File: config.mk
export PLATFORM = sky130hd
export DESIGN_NAME = jk_excitation_driver
export DESIGN_NICKNAME = d
export VERILOG_FILES = /design/src/rtl/jk_exc_pkg.sv /design/src/rtl/jk_excitation_cell.sv /design/src/rtl/jk_excitation_driver.sv
export SDC_FILE = /design/constraint.sdc
export NUM_CORES = 1
export LEC_CHECK = 0
export CORE_MARGIN = 2
export CORE_UTILIZATION = 42
export DETAILED_ROUTE_END_ITERATION = 12
export PLACE_DENSITY = 0.93
export SLEW_MARGIN = 20
export SYNTH_ARGS = -nofsm -noshare
export SYNTH_HDL_FRONTEND = slang
export SYNTH_HIERARCHICAL = 1
export SYNTH_SLANG_ARGS = --single-unit
File: constraint.sdc
create_clock -name clk -period 3 [get_ports clk]
set_clock_uncertainty 0.15 [all_clocks]
set_input_delay 0.6 -clock clk [delete_from_list [all_inputs] [get_ports clk]]
set_output_delay 0.6 -clock clk [all_outputs]
set_load 0.1 [all_outputs]
File: src/rtl/jk_exc_pkg.sv
// jk_exc_pkg: shared FSM states and J/K excitation codes for the JK bank driver
package jk_exc_pkg;
  typedef enum logic [1:0] {IDLE, DRIVE, CHECK} state_t;
  typedef logic [1:0] jk_t;
  localparam jk_t JK_HOLD   = 2'b00;
  localparam jk_t JK_SET    = 2'b10;
  localparam jk_t JK_RESET  = 2'b01;
  localparam jk_t JK_TOGGLE = 2'b11;
endpackage

File: src/rtl/jk_excitation_cell.sv
// jk_excitation_cell: one-bit JK excitation lookup, shadow s -> target t
module jk_excitation_cell
  import jk_exc_pkg::*;
#(
  parameter bit TOGGLE_PREF = 1'b0
) (
  input  logic s,
  input  logic t,
  output logic j,
  output logic k
);
  jk_t jk;
  // a changing bit uses toggle or explicit set/reset depending on preference
  always_comb jk = (s == t) ? JK_HOLD : TOGGLE_PREF ? JK_TOGGLE : t ? JK_SET : JK_RESET;
  assign {j, k} = jk;
endmodule

File: src/rtl/jk_excitation_driver.sv
// jk_excitation_driver: turns requested Q words into one-cycle J/K drive; readback check under JK_READBACK_CHECK_EN
module jk_excitation_driver
  import jk_exc_pkg::*;
#(
  parameter int WIDTH       = 8,
  parameter bit TOGGLE_PREF = 1'b0
) (
  input  logic             clk,
  input  logic             rst_n,
  input  logic [WIDTH-1:0] tgt_data,
  input  logic             tgt_valid,
  output logic             tgt_ready,
  output logic [WIDTH-1:0] j_out,
  output logic [WIDTH-1:0] k_out,
  input  logic [WIDTH-1:0] q_in,
  output logic [WIDTH-1:0] shadow_q,
  output logic             busy,
  output logic             done,
  output logic             err,
  output logic [WIDTH-1:0] err_bits,
  input  logic             err_clr
);
  state_t state, next;
  logic [WIDTH-1:0] exc_j, exc_k;
  logic accept;
  assign accept = tgt_valid && tgt_ready && (state == IDLE);
  genvar i;
  generate
    for (i = 0; i < WIDTH; i++) begin : g_cell
      jk_excitation_cell #(.TOGGLE_PREF(TOGGLE_PREF)) u_cell (
        .s(shadow_q[i]),
        .t(tgt_data[i]),
        .j(exc_j[i]),
        .k(exc_k[i])
      );
    end
  endgenerate
  // next state: IDLE -> DRIVE on handshake, DRIVE -> CHECK when checking, everything else back to IDLE
  always_comb begin
    next = IDLE;
    if (state == IDLE && accept) next = DRIVE;
`ifdef JK_READBACK_CHECK_EN
    else if (state == DRIVE) next = CHECK;
`endif
  end
  // state, handshake/status flags, J/K drive and the shadow copy of the bank
  always_ff @(posedge clk or negedge rst_n) begin
    if (!rst_n) begin
      state     <= IDLE;
      tgt_ready <= 1'b0;
      busy      <= 1'b0;
      done      <= 1'b0;
      j_out     <= '0;
      k_out     <= '0;
      shadow_q  <= '0;
    end else begin
      state     <= next;
      tgt_ready <= next == IDLE;
      busy      <= next != IDLE;
      done      <= (state != IDLE) && (next == IDLE);
      j_out     <= accept ? exc_j : '0;
      k_out     <= accept ? exc_k : '0;
      shadow_q  <= (state == DRIVE) ? ((j_out & ~shadow_q) | (~k_out & shadow_q)) : shadow_q;
    end
  end
`ifdef JK_READBACK_CHECK_EN
  // readback compare in CHECK; clear wins over a same-cycle mismatch
  always_ff @(posedge clk or negedge rst_n) begin
    if (!rst_n) begin
      err      <= 1'b0;
      err_bits <= '0;
    end else if (err_clr) begin
      err      <= 1'b0;
      err_bits <= '0;
    end else if (state == CHECK) begin
      err_bits <= q_in ^ shadow_q;
      err      <= err | (|(q_in ^ shadow_q));
    end
  end
`else
  logic unused_inputs;
  assign unused_inputs = ^{q_in, err_clr};
  assign err           = 1'b0;
  assign err_bits      = '0;
`endif
endmodule
[Yosys cells after proc, flatten, opt, wreduce, memory -nomap -nowiden]
Index checks and enable logic that the tools add are counted.
Widths: inputs -> output; s select.
Word-level totals
  register bits after elaboration: 28
  input bits: 20
  output and inout port bits: 36
  logic and storage cells: 48
Operators by class
  equal/unequal tests: 9
  muxes and demuxes: 19
  bitwise gates (word level): 5
  reductions and logical operators: 8
Operators by type and width (count)
  $mux 2: 16
  $and 8x8->8: 2
  $mux 8: 2
  $not 8->8: 2
  $eq 1x1->1: 8
  $or 8x8->8: 1
  $logic_and 1x1->1: 4
  $logic_not 2->1: 2
  $reduce_bool 2->1: 2
  $eq 1x1->1 const B: 1
  $mux 1: 1

[Depth between registers and ports, before layout]
Gate-level depths: netlist of the first run.
  depth after elaboration: 6
  mapped depth: 5
  depth with buffers taken out: 2

[By module]
The synthesis of the first run kept the hierarchy.
By module, submodules not included
  jk_excitation_driver: instances 1, cells an instance 76, area an instance 1012.2 µm², sequential area each 675.6 µm²
  jk_excitation_cell: instances 8, cells an instance 2, area an instance 15.0 µm², sequential area each 0.0 µm²

[Worst setup path after synthesis of the first run]
Ideal clock, no wire load.
  path type: register to register
  from: register state[0]
  to: register j_out[6]
  setup time: 0.117 ns
  data arrival time: 1.694 ns
  required time: 2.733 ns
  setup slack: 1.039 ns
  stages on the path, launching flop included: 6
  buffers on the path: 3
  period minus slack after synthesis: 1.961 ns
  cells stage by stage: dfrtp_1 > buf_6 > and3b_1 > buf_6 > buf_6 > and2_4
On the way
  longest elaborated chain between the ends: 3
RTL lines
  from (decl): line jk_excitation_driver.sv:23  | state_t state, next;
  from (signal assigned): line jk_excitation_driver.sv:57  | state <= next;
  $logic_not 2->1: line jk_excitation_driver.sv:26  | assign accept = tgt_valid && tgt_ready && (state == IDLE);
  $logic_and 1x1->1: line jk_excitation_driver.sv:26
  $mux 8: line jk_excitation_driver.sv:61  | j_out <= accept ? exc_j : '0;
  to (signal assigned): line jk_excitation_driver.sv:61
  to (decl): line jk_excitation_driver.sv:13  | output logic [WIDTH-1:0] j_out,
Every way passes these cells.
A chain may end at the register's enable or synchronous reset.

==> results of run 1 <==
[cell usage after synthesis]
cell type  instances
and2_1             8
a31oi_1            8
nor2b_1            8
a21oi_1            8
clkbuf_1           1
conb_1             1
buf_4              9
buf_6              3
inv_1              1
and2_4             8
and2b_2            8
dfrtp_1           27
and3b_1            1
buf_2              1
[flip-flops by register name, summed over array words and instances (netlist names)]
name and flops:
shadow_q 8, tgt_ready 1, k_out 8, state 1, done 1, j_out 8
[per-layer routing]
layer | vias to the layer above | GRT usage
met3 | 0 | 0.0302
li1 | 353 | -
met5 | - | 0
met2 | 34 | 0.224
met1 | 373 | 0.166
met4 | 0 | 0.0204
[cell families after synthesis]
group | after synthesis | synth area share
and+or+nand+nor | 33 | 0.220
DFF | 27 | 0.597
AOI/OAI and AO/OA | 16 | 0.0796
buffers and inverters | 15 | 0.101
other | 1 | 0.00331
[per-stage QoR]
| stage | area (um^2) | hold slack (ns) | setup slack, ns | std cells | util |
|---|---|---|---|---|---|
| final | 1430 | 0.312 | 0.787 | 158 | 0.566 |
| after global routing | 1430 | 0.343 | 0.673 | 158 | 0.566 |
| after CTS | 1430 | 0.318 | 0.738 | 158 | 0.566 |
| after detailed placement | 1400 | 0.299 | 0.912 | 154 | 0.555 |
| after global placement | 1400 | 0.288 | 0.972 | 154 | 0.555 |
| after floorplan | 1160 | 0.154 | 1.04 | 100 | - |
[final cells by class]
| type | count | area, um^2 | area share |
|---|---|---|---|
| multi-input combinational | 58 | 373 | 0.261 |
| clock buffer | 3 | 22.5 | 0.0158 |
| inverter | 1 | 3.75 | 0.00263 |
| clock inverter | 1 | 5.00 | 0.00351 |
| timing repair buffer | 38 | 310 | 0.217 |
| tap | 30 | 37.5 | 0.0263 |
| sequential | 27 | 676 | 0.473 |
[final timing paths]
path,startpoint,to,slack (ns),cells after the start
worst max-delay path,state[0],busy,0.79,1
worst min-delay path,k_out[3],shadow_q[3],0.31,1
worst max register to register,state[0],k_out[1],1.23,2
worst min register to register,k_out[3],shadow_q[3],0.31,1
max in group asynchronous,rst_n,k_out[7],1.95,2
min in group asynchronous,rst_n,k_out[6],0.50,2
==> results.sh, run 1 <==
export IMPL_worstPathMaxFanout=19
export IMPL_n_fill_cell=231
export IMPL_hold_violations=0
export IMPL_cp_arrival_ns=1.46
export IMPL_topRoutingLayerUsed="met3"
export IMPL_fmax_mhz=452
export IMPL_final_cell_mix="buf_4, dfrtp_1, clkdlybuf4s50_1, conb_1"
export IMPL_synth_area_leader_cell="dfrtp_1"
export IMPL_root_buffer="clkbuf_4"
export IMPL_hold_class="reg2reg"
export IMPL_setup_viol=0
export IMPL_cp_end_kind="output pin"
export IMPL_worstSetupPathType="reg2out"
export IMPL_cpPeakStageDelay_ns=0.75
export IMPL_cp_num_buf_inv=1
export IMPL_synth_cell_types=14
export IMPL_antenna_diode_count=0
export IMPL_port_buffers=37
export IMPL_firstDrtPassIters=4
export IMPL_synthTopCellsByArea="dfrtp_1, and2_4, and2b_2"
export IMPL_synth_seq_area_share=0.597
export IMPL_period_share=0.738
export IMPL_path_clk_slew_ns=0.14
export IMPL_worstMarginPinSlew_ns=0.606
export IMPL_initial_core_util=0.449
export IMPL_post_route_min_period_ns=2.21
export IMPL_relSlewSlack=0.596
export IMPL_drc=0
export IMPL_post_synth_top_area_fraction=0.597
export IMPL_antenna_found_initial=0
export IMPL_synth_cells=92
export IMPL_drv_cap=0
export IMPL_crit_path_cell_trace="buf_4"
export IMPL_clockBufferDepth=2
export IMPL_num_vias=760
export IMPL_cp_slowest_cell="dfrtp_1"
export IMPL_grt_pass1_wl_um=3230
export IMPL_rsz0062_at_grt="no"
export IMPL_core_rowCount=18
export IMPL_holdBufCountCts=0
export IMPL_grt_start_max_net_pins=28
export IMPL_critPathRequiredTime_ns=2.25
export IMPL_syn2layout_area_growth_pct=26.1
export IMPL_viasPerCell=4.81
export IMPL_status="completed"
export IMPL_synth_seq_cells=27
export IMPL_final_common_cell="buf_4"
export IMPL_grt_total_usage=0.128
export IMPL_grt_pass1_vias=736
export IMPL_core_area_um2=2520
export IMPL_routed_wl_met3_um=167
export IMPL_syn_area_um2=1130
export IMPL_clkSinkCount=27
export IMPL_drt_iter0_markers=11
export IMPL_tns_ns=0
export IMPL_cts_buffers=3
export IMPL_htree_levels=1
export IMPL_gp_congestion=0.620
export IMPL_path_delay_family="flip-flops"
export IMPL_dpl_hpwl_um=1430
export IMPL_wl_per_cell_um=12.4
export IMPL_die_area_um2=3130
export IMPL_cts_resized=0
export IMPL_clock_latency_ns=0.31
export IMPL_grt_ovfl_total=0
export IMPL_synth_warnings=6
export IMPL_ant_nets=0
export IMPL_met1_length_um=793
export IMPL_avgSynthCellArea_um2=12.3
export IMPL_wl_um=1960
export IMPL_cts_setup_buffers=0
export IMPL_fp_dieW_um=55.9
export IMPL_nets=149
export IMPL_ios=56
export IMPL_wl_met2_um=995
export IMPL_report_final_slew_viol_count=0
export IMPL_drive_gt1_frac=0.375
export IMPL_tritoncts="yes"
export IMPL_die_h_um=55.9
export IMPL_cp_start_kind="flop"
Power of run 1 is not shown: default switching activity piles up to over one toggle a cycle in this logic, so the estimate is an artifact.
==> inputs of run 2 (changes only) <==
CORE_UTILIZATION = 39   (was 42)
PLACE_DENSITY = 0.88   (was 0.93)
clock period = 2.1 ns   (was 3 ns; I/O delays follow)
==> run 2 against run 1 <==
Net effect: global-route usage shrank 0.14 points; non-clock buffer count increased by 2; cell count is 1.9% higher; critical endpoint is now shadow_q[4]; via count is 2.4% lower; count of clock-buffer cells in the layout increased by 1; largest cell class unchanged.
==> results.sh, run 2 (synthesis gave the netlist of run 1 again) <==
export IMPL_share_seq_of_total_power=0.306
export IMPL_status="completed"
export IMPL_cp_arrival_ns=1.00
export IMPL_peakVddDrop_mv=1.18
export IMPL_fmax_mhz=638
export IMPL_netSwitchingPower_mw=1.38
export IMPL_post_route_min_period_ns=1.57
export IMPL_ios=56
export IMPL_worstPathMaxFanout=5
export IMPL_port_buffers=37
export IMPL_p_comb_frac=0.613
export IMPL_dp_slack_ns=0.466
export IMPL_worstSetupPathType="reg2out"
export IMPL_multi_input_area_um2=373
export IMPL_setup_viol=0
export IMPL_die_area_um2=3350
export IMPL_p_sw_frac=0.530
export IMPL_dpl_hpwl_um=1480
export IMPL_report_final_slew_viol_count=0
export IMPL_powerDensity_nw_per_um2=1670
export IMPL_syn2layout_area_growth_pct=37.3
export IMPL_clockBufferDepth=2
export IMPL_setup_ws_ns=0.533
export IMPL_cp_start_kind="flop"
export IMPL_final_common_cell="dfrtp_1"
export IMPL_n_fill_cell=235
export IMPL_die_h_um=57.9
export IMPL_reg_largest_list="j_out (8), k_out (8), shadow_q (8)"
export IMPL_r2r_start="state[0]"
export IMPL_cp_end_kind="output pin"
export IMPL_grt_pass1_vias=731
export IMPL_antenna_found_initial=0
export IMPL_tns_ns=0
export IMPL_fp_dieW_um=57.9
export IMPL_grt_pass1_wl_um=3280
export IMPL_clkSinkCount=27
export IMPL_nets=151
export IMPL_viasPerCell=4.61
export IMPL_wl_um=2000
export IMPL_ant_nets=0
export IMPL_grt_total_usage=0.127
export IMPL_intPower_mw=1.22
export IMPL_firstDrtPassIters=4
export IMPL_wl_per_cell_um=12.4
export IMPL_cp_num_buf_inv=1
export IMPL_leakage_nw=0.775
export IMPL_dp_cells=157
export IMPL_finalPower_mw=2.60
export IMPL_period_share=0.746
export IMPL_final_cell_mix="dfrtp_1, buf_4, clkdlybuf4s50_1, conb_1, buf_12"
export IMPL_fin_cells=161
export IMPL_path_clk_slew_ns=0.13
export IMPL_clock_latency_ns=0.31
export IMPL_critPathRequiredTime_ns=1.53
export IMPL_cts_setup_buffers=0
export IMPL_hold_class="in2async"
export IMPL_tritoncts="yes"
export IMPL_drc=0
export IMPL_num_vias=742
export IMPL_grt_start_max_net_pins=28
export IMPL_drv_cap=0
export IMPL_clockPowerShare=0.081
export IMPL_htree_levels=1
export IMPL_root_buffer="clkbuf_4"
export IMPL_rsz0062_at_grt="no"
export IMPL_crit_start="shadow_q[4]"
export IMPL_core_area_um2=2760
export IMPL_cts_resized=0
export IMPL_drive_gt1_frac=0.377
export IMPL_cts_buffers=3
export IMPL_drt_iter0_markers=8
export IMPL_gp_congestion=0.732
export IMPL_cp_slowest_cell="dfrtp_1"
export IMPL_initial_core_util=0.411
export IMPL_register_area_um2=676
export IMPL_path_delay_family="flip-flops"
export IMPL_hold_violations=0
export IMPL_holdBufCountCts=0
export IMPL_crit_path_cell_trace="buf_12"
export IMPL_antenna_diode_count=0
export IMPL_core_rowCount=19
export IMPL_cpPeakStageDelay_ns=0.48
export IMPL_grt_ovfl_total=0
## run 2: final cells by class
class,count,share of cell area
clock buffers,4,0.0169
well taps,31,0.0249
repair buffers,40,0.282
inverters,1,0.00241
multi-input cells,58,0.240
flip-flops and latches,27,0.434
## run 2: through the flow
| stage | instance area (um^2) | utilization | hold slack (ns) |
|---|---|---|---|
| after global placement | 1530 | 0.554 | 0.288 |
| final | 1560 | 0.564 | 0.314 |
| after global routing | 1560 | 0.564 | 0.327 |
| after detailed placement | 1530 | 0.554 | 0.296 |
| after CTS | 1560 | 0.564 | 0.314 |
| after floorplan | 1160 | - | -0.0256 |
## run 2: power groups by stage
stage	clock [mW]	sequential, mW	combinational (mW)
after floorplan	0	1.59	0.307
after global routing	0.245	0.821	1.64
after global placement	0	0.791	1.59
final	0.210	0.796	1.60
after detailed placement	0	0.803	1.60
after CTS	0.218	0.797	1.60
## run 2: path summary, 6_finish.rpt
| kind | to | slack, ns | cells after the start |
|---|---|---|---|
| worst max-delay path | shadow_q[4] | 0.53 | 1 |
| worst min-delay path | j_out[0] | 0.31 | 2 |
| worst max register to register | k_out[1] | 0.84 | 3 |
| worst min register to register | shadow_q[2] | 0.32 | 1 |
| max in group asynchronous | k_out[7] | 1.24 | 2 |
| min in group clk | shadow_q[2] | 0.32 | 1 |
## run 2: per-layer routing
layer | global-route usage | vias to the layer above | part of all wire
met2 | 0.226 | 32 | 0.51
met1 | 0.154 | 351 | 0.41
met4 | 0.0399 | 0 | 0.0020
met5 | 0 | - | 0
li1 | - | 357 | -
met3 | 0.0268 | 2 | 0.081
Note: power is estimated with default switching activity, not from simulation.
